`src/rtl/ifetch_unit_if.sv`:
```
// Instruction-fetch bus bundle: memory request/response channel and the
// held-instruction channel toward decode. "master" is the fetch unit side.
interface ifetch_unit_if;
   // Handshake rule for both channels: a transfer happens on a rising edge
   // where valid and ready are both 1; the holder of valid keeps its payload
   // stable until then. The response channel has no ready: the fetcher is
   // always able to take the single outstanding response.
   logic        imem_req_valid;
   logic [63:0] imem_req_addr;
   logic        imem_req_ready;
   logic        imem_rsp_valid;
   logic [31:0] imem_rsp_data;
   logic        inst_valid;
   logic [31:0] Instruction;
   logic [63:0] inst_pc;
   logic        inst_ready;

   modport master (
      output imem_req_valid, imem_req_addr, inst_valid, Instruction, inst_pc,
      input  imem_req_ready, imem_rsp_valid, imem_rsp_data, inst_ready
   );

   modport slave (
      input  imem_req_valid, imem_req_addr, inst_valid, Instruction, inst_pc,
      output imem_req_ready, imem_rsp_valid, imem_rsp_data, inst_ready
   );
endinterface

```
`src/rtl/ifetch_unit.sv`:
```
// Single-outstanding instruction fetcher: request, wait for the word, hold it
// for decode, then load the PC supplied by the next-PC logic.
module ifetch_unit #(
   parameter logic [63:0] RESET_PC = 64'h0
) (
   input  logic                 CLK,
   input  logic                 resetl,
   input  logic [63:0]          NextPC,
   output logic [63:0]          CurrentPC,
   output logic                 fetch_fault,
   output logic [31:0]          inst_count,
   output logic [1:0]           dbgState,
   ifetch_unit_if.master        bus
);

   typedef enum logic [1:0] {
      ST_REQ   = 2'd0,
      ST_WAIT  = 2'd1,
      ST_HOLD  = 2'd2,
      ST_FAULT = 2'd3
   } fetchState_e;

   fetchState_e state;
   logic [63:0] pcReg;
   logic [31:0] instrReg;
   logic [31:0] instCount;
   logic        faultReg;
   logic        reqValidReg;
   logic        instValidReg;

   // Request/instruction valids are registered alongside the state so they
   // are exact functions of it: req only in REQ, inst only in HOLD.
   always_ff @(posedge CLK or negedge resetl) begin
      if (!resetl) begin
         state        <= ST_REQ;
         pcReg        <= RESET_PC;
         instrReg     <= 32'h0;
         instCount    <= 32'h0;
         faultReg     <= 1'b0;
         reqValidReg  <= 1'b1;
         instValidReg <= 1'b0;
      end else begin
         case (state)
            ST_REQ: begin
               if (bus.imem_req_ready) begin
                  state       <= ST_WAIT;
                  reqValidReg <= 1'b0;
               end
            end
            ST_WAIT: begin
               if (bus.imem_rsp_valid) begin
                  state        <= ST_HOLD;
                  instrReg     <= bus.imem_rsp_data;
                  instValidReg <= 1'b1;
               end
            end
            ST_HOLD: begin
               if (bus.inst_ready) begin
                  instValidReg <= 1'b0;
                  instCount    <= instCount + 32'd1;
                  // A misaligned successor PC is never fetched; the PC keeps
                  // the faulting instruction's address for diagnosis.
                  if (NextPC[1:0] == 2'b00) begin
                     state       <= ST_REQ;
                     pcReg       <= NextPC;
                     reqValidReg <= 1'b1;
                  end else begin
                     state    <= ST_FAULT;
                     faultReg <= 1'b1;
                  end
               end
            end
            ST_FAULT: begin
               state <= ST_FAULT;
            end
            default: begin
               state <= ST_FAULT;
            end
         endcase
      end
   end

   assign CurrentPC          = pcReg;
   assign fetch_fault        = faultReg;
   assign inst_count         = instCount;
   assign dbgState           = state;
   assign bus.imem_req_valid = reqValidReg;
   assign bus.imem_req_addr  = pcReg;
   assign bus.inst_valid     = instValidReg;
   assign bus.Instruction    = instrReg;
   // PC only moves on acceptance, so it is the held instruction's address.
   assign bus.inst_pc        = pcReg;

endmodule

```
`src/flat_wrapper.sv`:
```
// flat-port wrapper written by rule: the top's interface ports become plain ports
module ifetch_unit_flat 
#(
   parameter logic [63:0] RESET_PC = 64'h0
)
  (CLK, resetl, NextPC, CurrentPC, fetch_fault, inst_count, dbgState, bus_imem_req_valid, bus_imem_req_addr, bus_inst_valid, bus_Instruction, bus_inst_pc, bus_imem_req_ready, bus_imem_rsp_valid, bus_imem_rsp_data, bus_inst_ready);
  ifetch_unit_if bus_i ();
  input  logic CLK;
  input  logic resetl;
  input  logic [63:0] NextPC;
  output logic [63:0] CurrentPC;
  output logic fetch_fault;
  output logic [31:0] inst_count;
  output logic [1:0] dbgState;
  output wire logic [$bits(bus_i.imem_req_valid)-1:0] bus_imem_req_valid;
  output wire logic [$bits(bus_i.imem_req_addr)-1:0] bus_imem_req_addr;
  output wire logic [$bits(bus_i.inst_valid)-1:0] bus_inst_valid;
  output wire logic [$bits(bus_i.Instruction)-1:0] bus_Instruction;
  output wire logic [$bits(bus_i.inst_pc)-1:0] bus_inst_pc;
  input wire logic [$bits(bus_i.imem_req_ready)-1:0] bus_imem_req_ready;
  input wire logic [$bits(bus_i.imem_rsp_valid)-1:0] bus_imem_rsp_valid;
  input wire logic [$bits(bus_i.imem_rsp_data)-1:0] bus_imem_rsp_data;
  input wire logic [$bits(bus_i.inst_ready)-1:0] bus_inst_ready;
  assign bus_imem_req_valid = bus_i.imem_req_valid;
  assign bus_imem_req_addr = bus_i.imem_req_addr;
  assign bus_inst_valid = bus_i.inst_valid;
  assign bus_Instruction = bus_i.Instruction;
  assign bus_inst_pc = bus_i.inst_pc;
  assign bus_i.imem_req_ready = bus_imem_req_ready;
  assign bus_i.imem_rsp_valid = bus_imem_rsp_valid;
  assign bus_i.imem_rsp_data = bus_imem_rsp_data;
  assign bus_i.inst_ready = bus_inst_ready;
  ifetch_unit #(.RESET_PC(RESET_PC)) u_core (.CLK(CLK), .resetl(resetl), .NextPC(NextPC), .CurrentPC(CurrentPC), .fetch_fault(fetch_fault), .inst_count(inst_count), .dbgState(dbgState), .bus(bus_i));
endmodule
```
`config.mk`:
```
export PLATFORM = sky130hd
export DESIGN_NAME = ifetch_unit_flat
export DESIGN_NICKNAME = d
export VERILOG_FILES = /design/src/rtl/ifetch_unit_if.sv /design/src/rtl/ifetch_unit.sv /design/src/flat_wrapper.sv
export SDC_FILE = /design/constraint.sdc
export NUM_CORES = 1
export LEC_CHECK = 0
export BUFFER_PORTS_ARGS = -buffer_cell sky130_fd_sc_hd__clkbuf_2
export CORE_MARGIN = 2
export CORE_UTILIZATION = 25
export CTS_BUF_LIST = sky130_fd_sc_hd__clkbuf_8
export CTS_CLUSTER_SIZE = 10
export DETAILED_ROUTE_END_ITERATION = 7
export SYNTH_ARGS = -nofsm -noshare
export SYNTH_HDL_FRONTEND = slang
export SYNTH_SLANG_ARGS = --single-unit
```
`constraint.sdc`:
```
create_clock -name CLK -period 1.9 [get_ports CLK]
set_input_delay 0.285 -clock CLK [delete_from_list [all_inputs] [get_ports CLK]]
set_output_delay 0.285 -clock CLK [all_outputs]
set_load 0.02 [all_outputs]
```
==> results.py <==
metrics = {
    "route": {
        "drc": 0,
        "vias": 4392,
        "wl_met2_mm": 8.38,
        "wl_met1_mm": 6.82,
        "antenna_left": 0,
        "drtPass1Iterations": 6,
        "wl_per_cell_um": 15.5,
        "top_layer": "met4",
        "wl_met3_mm": 1.35,
        "drt-initial-drc-count": 179,
        "wl_mm": 16.7,
        "viasPerCell": 4.08,
    },
    "clock_network": {
        "clkTransAtPathRegs_ns": 0.08,
        "postCtsResizedCells": 0,
        "clk_path_buf_depth": 2,
        "cts_tree": "done",
        "post_cts_buffers": 0,
        "clock-root-buffer": "clkbuf_8",
        "clock_latency_ns": 0.43,
        "clkSinkCount": 133,
        "numCtsBuffers": 17,
        "htree_levels": 4,
    },
    "worst_setup_path": {
        "crit_required_ns": 2.20,
        "cp_max_fo": 30,
        "critPathKind": "flop to flop",
        "worst_path_max_delay_cell": "dfrtp_1",
        "critical_path.top_delay_family": "flip-flops",
        "critPathCaptureType": "flop",
        "crit_path_cell_trace": "and3b_1 > nand2_4 > buf_12 > mux2_2",
        "start_kind": "flop",
        "crit_buf_inv": 1,
        "cp.arrival_ns": 1.94,
        "slowest_delay_ns": 0.46,
    },
    "sta": {
        "slew_violations": 0,
        "timing.final.ws_setup_ns": 0.260,
        "final_hold_viol_count": 0,
        "tightest_slew_ns": 0.403,
        "slew_headroom_pct": 72.7,
        "finalCritPeriodShare_pct": 86.3,
        "clock.fmax_ghz": 0.610,
        "setup_violations": 0,
        "clock_skew_ns": 0.00996,
        "period_needed_ns": 1.64,
        "finalSetupTns_ns": 0,
        "rsz0062_at_grt": "false",
    },
    "placed_design": {
        "pre_cts_slack_ns": 0.268,
        "place_congestion": 0.821,
        "hpwl_mm": 13.1,
        "dpl_cell_area_um2": 7560,
        "portBuffers": 361,
    },
    "floorplanning": {
        "io-pin-count": 362,
        "start_util_pct": 25.5,
        "rows": 57,
        "fp.dieW_um": 162,
        "core_um2": 24300,
        "die_h_um": 162,
        "die-area_um2": 26100,
    },
    "flow_run": {
        "maxCapViolCount": 0,
    },
    "finish": {
        "diodes": 0,
        "area_delta_synth_final_pct": 28.4,
        "seq_area_um2": 3330,
        "multi_input_area_um2": 1840,
        "drive_above_1_share_pct": 67.2,
        "nNetsFinal": 842,
        "fin_area_um2": 7960,
        "fill_cells": 2541,
    },
    "yosys": {
        "ys_seq_elements": 133,
        "synth_ff_type": "dfrtp_1",
        "avgSynthCellArea_um2": 12.8,
        "synth_cells": 486,
        "synth_nets": 588,
        "synth_edf_count": 0,
        "mappedNetlistArea_um2": 6200,
        "yosys_warnings": 0,
        "async_flop_share_pct": 100,
        "ys_seq_area_share_pct": 53.7,
        "ys_types": 37,
    },
    "outcome": {
        "status": "finished, final reports clean",
    },
    "global_routing": {
        "grt_max_degree": 53,
        "grt.total_usage_pct": 12.6,
        "grt_antenna_before_repair": 0,
        "first_global_vias": 4212,
        "grt-ovfl-total": 0,
        "grt_pass1_wl_mm": 25.1,
    },
    "power": {
        "irDropWorstVdd_mv": 0.915,
        "total_power_mw": 14.2,
        "total_leakage_power_nw": 4.34,
        "powerDensity_nw_per_um2": 1790,
    },
    "hold_path": {
        "min_path_type": "primary input to flop",
    },
}
[flip-flops by register name, indices dropped and copies added (netlist names)]
name	flops
u_core.bus.Instruction	32
u_core.dbgState	2
u_core.CurrentPC	64
u_core.inst_count	32
u_core.bus.imem_req_valid	1
u_core.bus.inst_valid	1
u_core.fetch_fault	1
[per-layer routing]
metal / vias to the layer above / global-route usage (%)
li1: 2018 / -
met3: 12 / 4.26
met2: 194 / 21.1
met4: 0 / 3.21
met5: - / 0
met1: 2168 / 15.7
[cells in the final DEF (no fill, tap or decap), types with 2 or more instances in the layout]
cell type    n
inv_1        8
clkinv_2     5
nand4_1     15
buf_4        8
nor4_1       2
and2_1       4
clkbuf_2   360
buf_12       5
or2_2        2
nand2_1     16
mux2_2      94
nor3_1       4
nand3_1      9
clkbuf_8    18
nor2_1       7
bufinv_16    3
o21ai_0      5
xnor2_1     26
xor2_1       5
dfrtp_1    132
[cells by family after synthesis]
family                   share of synthesized area (%)
AO/OA/AOI/OAI                                    0.605
XOR/XNOR                                          4.38
adder cells (fa/ha/maj)                          0.202
buffers and inverters                             16.8
flip-flops                                        53.7
multiplexers                                      17.1
AND/OR/NAND/NOR                                   7.24
[power breakdown]
| part | leakage, nW | internal [mW] | total [mW] | switching, mW |
|---|---|---|---|---|
| Combinational | 2.43 | 2.38 | 6.84 | 4.46 |
| Clock | 0.212 | 1.30 | 2.39 | 1.09 |
| Sequential | 1.70 | 3.90 | 5.00 | 1.11 |
| Total | 4.34 | 7.58 | 14.2 | 6.66 |
[cell type report]
| cell class | count | share of cell area [%] |
|---|---|---|
| clock buffer | 18 | 3.11 |
| clock inverter | 13 | 1.79 |
| inverter | 5 | 0.236 |
| multi-input combinational | 208 | 23.1 |
| sequential | 133 | 41.8 |
| tap | 324 | 5.09 |
| timing repair buffer | 375 | 24.9 |
[final timing paths]
| path | startpoint | end | slack (ns) | depth (start not counted) |
|---|---|---|---|---|
| setup / recovery | u_core.dbgState[1] | u_core.CurrentPC[7] | 0.26 | 4 |
| hold / removal | bus_imem_rsp_data[30] | u_core.bus.Instruction[30] | 0.08 | 2 |
| setup reg to reg | u_core.dbgState[1] | u_core.CurrentPC[7] | 0.26 | 4 |
| hold reg to reg | u_core.inst_count[31] | u_core.inst_count[31] | 0.47 | 1 |
| max in group asynchronous | resetl | u_core.inst_count[6] | 1.08 | 3 |
| min in group asynchronous | resetl | u_core.bus.Instruction[25] | 0.25 | 2 |
[stage by stage]
| step | utilization, % | hold slack (ns) | cells |
|---|---|---|---|
| detailed placement | 31.1 | 0.141 | 1044 |
| CTS | 32.7 | 0.0318 | 1076 |
| global route | 32.7 | 0.0386 | 1076 |
| finish | 32.7 | 0.0821 | 1076 |
| global placement | 31.1 | 0.141 | 1044 |
| floorplan | - | -0.0106 | 486 |
[cell usage after synthesis, drive strengths merged, types with 2 or more instances]
library cell | n | share of area, %
nand3 | 9 | 0.73
xnor2 | 26 | 3.7
buf | 139 | 16
or2 | 2 | 0.20
and3 | 2 | 0.22
mux2 | 94 | 17
nand4 | 16 | 1.9
dfrtp | 132 | 53
nor2 | 7 | 0.42
nand2 | 17 | 1.0
o21ai | 5 | 0.40
inv | 5 | 0.30
and2 | 4 | 0.40
nor3 | 5 | 0.48
xor2 | 5 | 0.71
nor4 | 3 | 0.54
[timing repair]
item	CTS	global route
setup endpoints to repair	0	0
hold buffers	1	0
hold endpoints to repair	128	0
(Power assumes the default switching activity.)
